$ cat src/rtl/vga_timing_pkg.sv
// Shared 640x480@60 raster timing constants for vga_sync_gen and pixel_gen.
package vga_timing_pkg;

  localparam int VGA_H_DISPLAY    = 640;
  localparam int VGA_H_FRONT      = 16;
  localparam int VGA_H_SYNC       = 96;
  localparam int VGA_H_BACK       = 48;
  localparam int VGA_V_DISPLAY    = 480;
  localparam int VGA_V_FRONT      = 10;
  localparam int VGA_V_SYNC       = 2;
  localparam int VGA_V_BACK       = 33;

  localparam int VGA_H_TOTAL      = VGA_H_DISPLAY + VGA_H_FRONT + VGA_H_SYNC + VGA_H_BACK;
  localparam int VGA_V_TOTAL      = VGA_V_DISPLAY + VGA_V_FRONT + VGA_V_SYNC + VGA_V_BACK;

  // Both sync pulses are active-low in this mode.
  localparam logic VGA_SYNC_ACTIVE = 1'b0;

  // Width of x/y; must hold H_TOTAL-1 and V_TOTAL-1.
  localparam int VGA_SCREEN_WIDTH = 10;

endpackage

$ cat src/rtl/vga_pixel_tick.sv
// Pixel-rate strobe: divides sys_clk by CLK_DIV and emits a registered
// one-cycle p_tick each time the divider wraps (constant 1 when CLK_DIV=1).
module vga_pixel_tick #(
  parameter int CLK_DIV = 4
) (
  input  logic sys_clk,
  input  logic sys_rst_n,
  output logic p_tick
);

  localparam int DIV_W = (CLK_DIV > 1) ? $clog2(CLK_DIV) : 1;
  localparam logic [DIV_W-1:0] DIV_LAST = DIV_W'(CLK_DIV - 1);

  logic [DIV_W-1:0] div_q;

  // Divider counter 0..CLK_DIV-1; p_tick registered on the wrap
  always_ff @(posedge sys_clk or negedge sys_rst_n) begin
    if (!sys_rst_n) begin
      div_q  <= '0;
      p_tick <= 1'b0;
    end else if (div_q == DIV_LAST) begin
      div_q  <= '0;
      p_tick <= 1'b1;
    end else begin
      div_q  <= div_q + DIV_W'(1);
      p_tick <= 1'b0;
    end
  end

endmodule

$ cat src/rtl/vga_sync_gen.sv
// Raster timing source: pixel tick, h/v counters, registered decode of
// video_on/hsync/vsync/frame pulses, and a once-per-frame camera row latch.
// Optional build macro VGA_SYNC_DELAY_EN: adds one pixel-tick register stage
// on hsync/vsync so they lag x/y by one pixel.
module vga_sync_gen
  import vga_timing_pkg::*;
#(
  parameter int CLK_DIV      = 4,
  parameter int H_DISPLAY    = VGA_H_DISPLAY,
  parameter int H_FRONT      = VGA_H_FRONT,
  parameter int H_SYNC       = VGA_H_SYNC,
  parameter int H_BACK       = VGA_H_BACK,
  parameter int V_DISPLAY    = VGA_V_DISPLAY,
  parameter int V_FRONT      = VGA_V_FRONT,
  parameter int V_SYNC       = VGA_V_SYNC,
  parameter int V_BACK       = VGA_V_BACK,
  parameter int SCREEN_WIDTH = VGA_SCREEN_WIDTH
) (
  input  logic                    sys_clk,
  input  logic                    sys_rst_n,
  input  logic [4:0]              camera_y_in,
  output logic                    p_tick,
  output logic [SCREEN_WIDTH-1:0] x,
  output logic [SCREEN_WIDTH-1:0] y,
  output logic                    video_on,
  output logic                    hsync,
  output logic                    vsync,
  output logic                    frame_start,
  output logic                    vblank_start,
  output logic [4:0]              camera_y
);

  localparam int SW      = SCREEN_WIDTH;
  localparam int H_TOTAL = H_DISPLAY + H_FRONT + H_SYNC + H_BACK;
  localparam int V_TOTAL = V_DISPLAY + V_FRONT + V_SYNC + V_BACK;

  localparam logic [SW-1:0] H_LAST   = SW'(H_TOTAL - 1);
  localparam logic [SW-1:0] V_LAST   = SW'(V_TOTAL - 1);
  localparam logic [SW-1:0] H_VIS    = SW'(H_DISPLAY);
  localparam logic [SW-1:0] V_VIS    = SW'(V_DISPLAY);
  localparam logic [SW-1:0] HS_START = SW'(H_DISPLAY + H_FRONT);
  localparam logic [SW-1:0] HS_END   = SW'(H_DISPLAY + H_FRONT + H_SYNC);
  localparam logic [SW-1:0] VS_START = SW'(V_DISPLAY + V_FRONT);
  localparam logic [SW-1:0] VS_END   = SW'(V_DISPLAY + V_FRONT + V_SYNC);

  logic [SW-1:0] h_q, v_q;
  logic [SW-1:0] h_next, v_next;
  logic          video_next, hsync_next, vsync_next;
  logic          frame_next, vblank_next;
  logic          hsync_q, vsync_q;

  vga_pixel_tick #(
    .CLK_DIV (CLK_DIV)
  ) u_pixel_tick (
    .sys_clk   (sys_clk),
    .sys_rst_n (sys_rst_n),
    .p_tick    (p_tick)
  );

  // Next raster position and its decode, so registered outputs line up with x/y
  always_comb begin
    h_next = h_q + SW'(1);
    v_next = v_q;
    if (h_q == H_LAST) begin
      h_next = '0;
      v_next = (v_q == V_LAST) ? '0 : v_q + SW'(1);
    end
    video_next  = (h_next < H_VIS) && (v_next < V_VIS);
    hsync_next  = ((h_next >= HS_START) && (h_next < HS_END)) ? VGA_SYNC_ACTIVE : ~VGA_SYNC_ACTIVE;
    vsync_next  = ((v_next >= VS_START) && (v_next < VS_END)) ? VGA_SYNC_ACTIVE : ~VGA_SYNC_ACTIVE;
    frame_next  = (h_next == '0) && (v_next == '0);
    vblank_next = (h_next == '0) && (v_next == V_VIS);
  end

  // Counters and level decodes advance on pixel ticks; pulses last one sys_clk
  always_ff @(posedge sys_clk or negedge sys_rst_n) begin
    if (!sys_rst_n) begin
      h_q          <= H_LAST;
      v_q          <= V_LAST;
      video_on     <= 1'b0;
      hsync_q      <= ~VGA_SYNC_ACTIVE;
      vsync_q      <= ~VGA_SYNC_ACTIVE;
      frame_start  <= 1'b0;
      vblank_start <= 1'b0;
      camera_y     <= '0;
    end else if (p_tick) begin
      h_q          <= h_next;
      v_q          <= v_next;
      video_on     <= video_next;
      hsync_q      <= hsync_next;
      vsync_q      <= vsync_next;
      frame_start  <= frame_next;
      vblank_start <= vblank_next;
      if (frame_next) begin
        camera_y <= camera_y_in;
      end
    end else begin
      frame_start  <= 1'b0;
      vblank_start <= 1'b0;
    end
  end

  assign x = h_q;
  assign y = v_q;

`ifdef VGA_SYNC_DELAY_EN
  logic hsync_d, vsync_d;

  // Extra pixel-tick stage so sync matches a registered rgb stage downstream
  always_ff @(posedge sys_clk or negedge sys_rst_n) begin
    if (!sys_rst_n) begin
      hsync_d <= ~VGA_SYNC_ACTIVE;
      vsync_d <= ~VGA_SYNC_ACTIVE;
    end else if (p_tick) begin
      hsync_d <= hsync_q;
      vsync_d <= vsync_q;
    end
  end

  assign hsync = hsync_d;
  assign vsync = vsync_d;
`else
  assign hsync = hsync_q;
  assign vsync = vsync_q;
`endif

endmodule

$ cat config.mk
export PLATFORM = sky130hd
export DESIGN_NAME = vga_sync_gen
export DESIGN_NICKNAME = d
export VERILOG_FILES = /design/src/rtl/vga_timing_pkg.sv /design/src/rtl/vga_pixel_tick.sv /design/src/rtl/vga_sync_gen.sv
export SDC_FILE = /design/constraint.sdc
export NUM_CORES = 1
export LEC_CHECK = 0
export CAP_MARGIN = 20
export CORE_MARGIN = 2
export CORE_UTILIZATION = 45
export CTS_CLUSTER_DIAMETER = 80
export DETAILED_ROUTE_END_ITERATION = 10
export GPL_TIMING_DRIVEN = 1
export PLACE_DENSITY_LB_ADDON = 0.3
export SLEW_MARGIN = 20
export SYNTH_ARGS = -nofsm -noshare
export SYNTH_HDL_FRONTEND = slang
export SYNTH_HIERARCHICAL = 1
export SYNTH_SLANG_ARGS = --single-unit
$ cat constraint.sdc
create_clock -name sys_clk -period 3.13 [get_ports sys_clk]
set_input_delay 0.626 -clock sys_clk [delete_from_list [all_inputs] [get_ports sys_clk]]
set_output_delay 0.626 -clock sys_clk [all_outputs]
set_load 0.005 [all_outputs]
# == Word-level counts from Yosys, hierarchy flattened ==
# Cells that the tools add are included.
# word_totals
ram_bits,0
out_inout_bits,31
ff_bits,33
n_memories,0
romBits,0
latch_bits,0
# classes
n_div,0
shifts,0
magnitude_cmp,6
n_eq_ne,4
mux,9
n_mul,0
n_bitwise,0
reduce_logical,8
add_sub_neg,3
# op_table
operator,n
2-to-1 mux 10 bit,3
"adder 10 x 1 -> 10 bit, second input constant",2
"equality test 10 bit, second input constant",2
logical NOT 10 bit,2
"< comparator 10 bit, second input constant",2
"< comparator 10 x 9 -> 1 bit, second input constant",2
"equality test 10 x 9 -> 1 bit, second input constant",1
">= comparator 10 bit, second input constant",1
">= comparator 10 x 9 -> 1 bit, second input constant",1
logical AND 1 bit,5
2-to-1 mux 1 bit,5
"adder 2 x 1 -> 2 bit, second input constant",1
"equality test 2 bit, second input constant",1
2-to-1 mux 2 bit,1
AND reduction 2 bit,1

# == Logic depth before layout (Yosys ltp) ==
# logic_depth
word_depth,6
ltp_mapped,9

# == Modules after synthesis ==
# The synthesis kept the hierarchy.
# modules_own_cells
mod,cells_each,instances,area_each_um2
vga_sync_gen,215,1,1950.6
vga_pixel_tick,5,1,91.3

# == Worst setup path before layout ==
# OpenSTA, ideal clock, no wires.
# synth_timing
path_kind,register -> register
start,"reg h_q[0], in the netlist x[0]"
end,reg camera_y[0]
arrival_ps,2442
n_path_buf,0
required_ps,3005
setup_ps,125
path_stages_with_launch,9
setup_slack_ps,563
cell_sequence,dfstp_2 -> ha_1 -> nand4_1 -> nor4_2 -> nor2b_1 -> a31oi_1 -> and4bb_1 -> nand4_2 -> mux2_2
# synth_via
elab_chain_len,5
word_cells_on_any_way,8
cone_classes,add/sub (1); eq/ne (1); mux (2); reduce/logical (4)
# synth_rtl
item,line_no,source
"start, declared",vga_sync_gen.sv:46,"logic [SW-1:0] h_q, v_q;"
"start signal, assigned",vga_sync_gen.sv:87,h_q <= h_next;
adder 10 x 1 -> 10 bit / equality test 10 bit (equally long branches),"vga_sync_gen.sv:62, vga_sync_gen.sv:64",
2-to-1 mux 10 bit,vga_sync_gen.sv:64,if (h_q == H_LAST) begin
logical NOT 10 bit,vga_sync_gen.sv:71,frame_next = (h_next == '0) && (v_next == '0);
logical AND 1 bit (*),vga_sync_gen.sv:71,
AND reduction 2 bit (no source line) (*),-,
"end signal, assigned",vga_sync_gen.sv:95,camera_y <= camera_y_in;
"end, declared",vga_sync_gen.sv:30,output logic [4:0] camera_y
# Every way passes the cells marked *; elsewhere a longest branch is shown, timed or not.
# A chain may end at the register's enable or synchronous reset.

# == Final worst setup path ==
# layout_timing
start,"reg h_q[0], in the netlist x[0]"
end,reg camera_y[3]
# The elaborated chain is that of the path after synthesis.

==> metrics.md <==
| Metric | Value |
|---|---|
| Static Leak | 1.02 nW |
| Cell variety after synth | approximately 50 |
| Number of buffers added on ports | 37 |
| Drt total wl | approximately 4700 microns |
| Measured slew at the worst slew-check pin | roughly 0.51 ns |
| Synthesis-to-layout area growth | 24.3% |
| Routed wire length per instance | between 15 and 20 microns |
| Endpoint class of the critical path | register |
| Final net count | ~270 |
| Top-level I/O count | 38 |
| Horizontal extent of the die | roughly 71 microns |
| Adder-cell share of the synthesized area | between 3 and 4% |
| Global-route congestion overflow total | 0 |
| Total Neg Setup Slack | 0 ns |
| Hold violation total from the final report | 0 |
| Worst Path Max Fanout | 7 |
| Starting density of the core | between 40% and 50% |
| Arr. time, crit path | approximately 3 ns |
| Chip height | between 70 and 80 microns |
| DR pass1 iterations | 5 |
| Post-route minimum period | roughly 2.8 ns |
| Number of warnings reported in the yosys synthesis log | 6 |
| Mux contribution to synthesized area | around 3.8% |
| DRC marker count from the first detailed-route iteration | a little over 100 |
| Htree depth | 2 |
| TritonCTS clock tree | done |
| Total met3 wirelength after detailed routing | 203 microns |
| DR DRC count | 0 |
| Final Max Slew Viols | 0 |
| Clk pin slew, worst setup/hold paths | ~0.07 ns |
| Delay of the slowest cell on the worst path | 0.58 ns |
| Count of nets left with antenna violations after detail routing | 0 |
| Die ar. | roughly 5000 sq um |
| Antenna diodes | 0 |
| Most frequent standard cell in the layout excluding fill and tap cells | sky130_fd_sc_hd__clkdlybuf4s50_1 |
| Cell area after layout | about 2500 sq um |
| Fraction of the yosys area taken by sequential cells | around two fifths |
| Count of clock tree sinks | 33 |
| Worst hold slack across all endpoints | about 0.42 ns |
| Main synth FF type | sky130_fd_sc_hd__dfrtp_1 |
| Longest Clk Path Bufs | 2 |
| Met2 WL post-DR | roughly 2200 microns |
| Core outline area | 4350 sq um |
| Hpwl dp | between 3000 and 4000 microns |
| Status | completed |
| Net count of the mapped netlist | roughly 230 |
| Placer congestion estimate | 0.895 |
| Hold Path Class | register to register |
| Routed via count | 1800 |
| Main combinational cell family by area after synthesis | simple AND/OR/NAND/NOR gates |
| Initial antenna violation count | 0 |
| Share of synthesized cell area in and, or, nand and nor gates | 25.7% |
| Series of cell instances along the critical path | ha_1 > nand4_1 > buf_4 > nor3_4 > a21oi_1 > a31oi_1 > and4bb_1 > nand4_2 > mux2_2 |
| Mapped Cells | 220 |
| Type of origin of the critical path | register |
| Number of vias per cell | between 5 and 6 |
| Clock tree skew after final layout | between 0.006 and 0.007 ns |
| Reported max-cap violation count | 0 |
| Highest signal layer in the routed design | met4 |
| Async set-reset flop share out of synthesis | 100% |
| Post-CTS setup buffers | 0 |
| Compound-cell area share of the yosys netlist | approximately 15% |
| Endpoints failing setup | 0 |
| Final Cycle Share | about nine tenths |
| Count of cells resized by post-cts repair | 0 |
| Power density of the placed cells | roughly 300 nW/um^2 |
| Vias in the first global route | roughly 1700 |
| Post-route met1 wirelength | between 2000 and 2500 microns |
| Hold-fix buffers, CTS | 0 |
| Leading cell types in the layout, fill and taps excluded | sky130_fd_sc_hd__clkdlybuf4s50_1 (37), sky130_fd_sc_hd__dfrtp_1 (21), sky130_fd_sc_hd__nand2_1 (20) |
| Total GRT Usage | approximately a fifth |
| Pin count of the biggest net entering global routing | 34 |
| Num CTS Buffers | 5 |
| Latest clock arrival within the worst-skew pair | about 0.29 ns |
| Mean instance size in the synthesized netlist | between 9 and 10 sq um |
| Wire length of the first global-routing pass | 8130 microns |
| Layout cell share with drive strength beyond 1 | 14.4% |
| Xor/xnor cell area share of the yosys netlist | 6.86% |
| Number of enable-type register cells in the synthesized netlist | 0 |
| Setup repair after global routing missed its margin | no |
| Placement Cell Area | between 2000 and 2500 sq um |
| Synth Register Bits | 33 |
| Total number of placement rows | 24 |
| Worst max-slew margin expressed relative to the limit | approximately 66% |
| Post-Syn Area | roughly 2000 sq um |
| Crit Path Class | register to register |
| Master of the slowest instance on the critical path | sky130_fd_sc_hd__dfstp_2 |
| Clk root buf | sky130_fd_sc_hd__clkbuf_8 |
| Max Freq | between 300 and 400 MHz |
| Critical path data required time | between 3 and 4 ns |
| Max VDD drop | between 200 and 300 uV |
## per-layer routing
layer  vias to the layer above  track usage, %
li1                        880               -
met1                       861            28.6
met2                        49            29.8
met3                        10            4.64
met4                         0            7.55
met5                         -               0
## Yosys cell counts (2+ instances only)
cell | count | area share [%]
sky130_fd_sc_hd__nor3_1 | 7 | 1.7
sky130_fd_sc_hd__dfrtp_1 | 21 | 26
sky130_fd_sc_hd__inv_1 | 6 | 1.1
sky130_fd_sc_hd__nand2_1 | 20 | 3.7
sky130_fd_sc_hd__nand4_1 | 6 | 1.8
sky130_fd_sc_hd__mux2_2 | 6 | 3.3
sky130_fd_sc_hd__clkbuf_1 | 8 | 1.5
sky130_fd_sc_hd__dfstp_2 | 12 | 15
sky130_fd_sc_hd__xor2_1 | 3 | 1.3
sky130_fd_sc_hd__a31oi_1 | 6 | 1.8
sky130_fd_sc_hd__or3_1 | 2 | 0.61
sky130_fd_sc_hd__nor3b_1 | 2 | 0.74
sky130_fd_sc_hd__and3_1 | 8 | 2.5
sky130_fd_sc_hd__o31ai_1 | 2 | 0.74
sky130_fd_sc_hd__a21oi_1 | 7 | 1.7
sky130_fd_sc_hd__xnor2_1 | 13 | 5.6
sky130_fd_sc_hd__nand3_1 | 15 | 3.7
sky130_fd_sc_hd__nor2_1 | 16 | 2.9
sky130_fd_sc_hd__a21o_1 | 2 | 0.74
sky130_fd_sc_hd__buf_2 | 2 | 0.49
sky130_fd_sc_hd__buf_1 | 2 | 0.37
sky130_fd_sc_hd__o21ai_0 | 13 | 3.2
sky130_fd_sc_hd__o32ai_1 | 2 | 0.86
sky130_fd_sc_hd__and4_1 | 4 | 1.7
sky130_fd_sc_hd__ha_1 | 5 | 3.1
sky130_fd_sc_hd__nor2b_1 | 4 | 1.2
sky130_fd_sc_hd__buf_6 | 2 | 1.1
## metrics by stage
| step | worst slack (ns) | std cells | power, W | utilization [%] |
|---|---|---|---|---|
| floorplan | 0.563 | 220 | 0.000443 | - |
| finish | 0.304 | 309 | 0.000772 | 58.3 |
| global route | 0.148 | 309 | 0.000803 | 58.3 |
| CTS | 0.299 | 309 | 0.000783 | 58.3 |
| detailed placement | 0.354 | 301 | 0.000467 | 56.4 |
| global placement | 0.445 | 301 | 0.000466 | 56.4 |
## cells by family after synthesis
kind of cell / Yosys count
buffers and inverters: 21
xor gates and xnor gates: 16
AOI/OAI and AO/OA: 45
and+or+nand+nor: 93
DFF: 33
muxes: 7
adders and majority gates: 5
## final cells by class
cell class	instances	area (sq um)
Inverter	6	22.5
Clock inverter	2	10.0
Clock buffer	6	72.6
Sequential cell	33	841
Multi-Input combinational cell	166	1100
Tap cell	52	65.1
Fill cell	401	1820
Timing Repair Buffer	44	423
## path summary, 6_finish.rpt
check | start | to | slack [ns] | depth (start not counted)
setup / recovery | x[0] | camera_y[3] | 0.30 | 9
hold / removal | u_pixel_tick/div_q[0] | u_pixel_tick/div_q[0] | 0.42 | 1
setup reg to reg | x[0] | camera_y[3] | 0.30 | 9
hold reg to reg | u_pixel_tick/div_q[0] | u_pixel_tick/div_q[0] | 0.42 | 1
max in group asynchronous | sys_rst_n | x[9] | 2.06 | 2
min in group asynchronous | sys_rst_n | y[7] | 0.74 | 2
## critical path, delay by kind of cell (launching register included)
family | cells | cell delay (ns)
muxes | 1 | 0.35
and+or+nand+nor | 4 | 0.90
buffers and inverters | 1 | 0.20
adders and majority gates | 1 | 0.28
DFF | 1 | 0.58
AOI/OAI and AO/OA | 2 | 0.41
## state kept, by name, indices dropped and copies added (netlist names)
signal / count
hsync: 1
y: 10
video_on: 1
frame_start: 1
x: 10
u_pixel_tick/p_tick: 1
vsync: 1
camera_y: 5
vblank_start: 1
u_pixel_tick/div_q: 2
## power by group
part	switching, W	internal, W	total, W
clock network	0.000160	0.000154	0.000314
logic	0.0000112	0.0000150	0.0000262
registers	0.00000149	0.000431	0.000432
(Power assumes the default switching activity.)
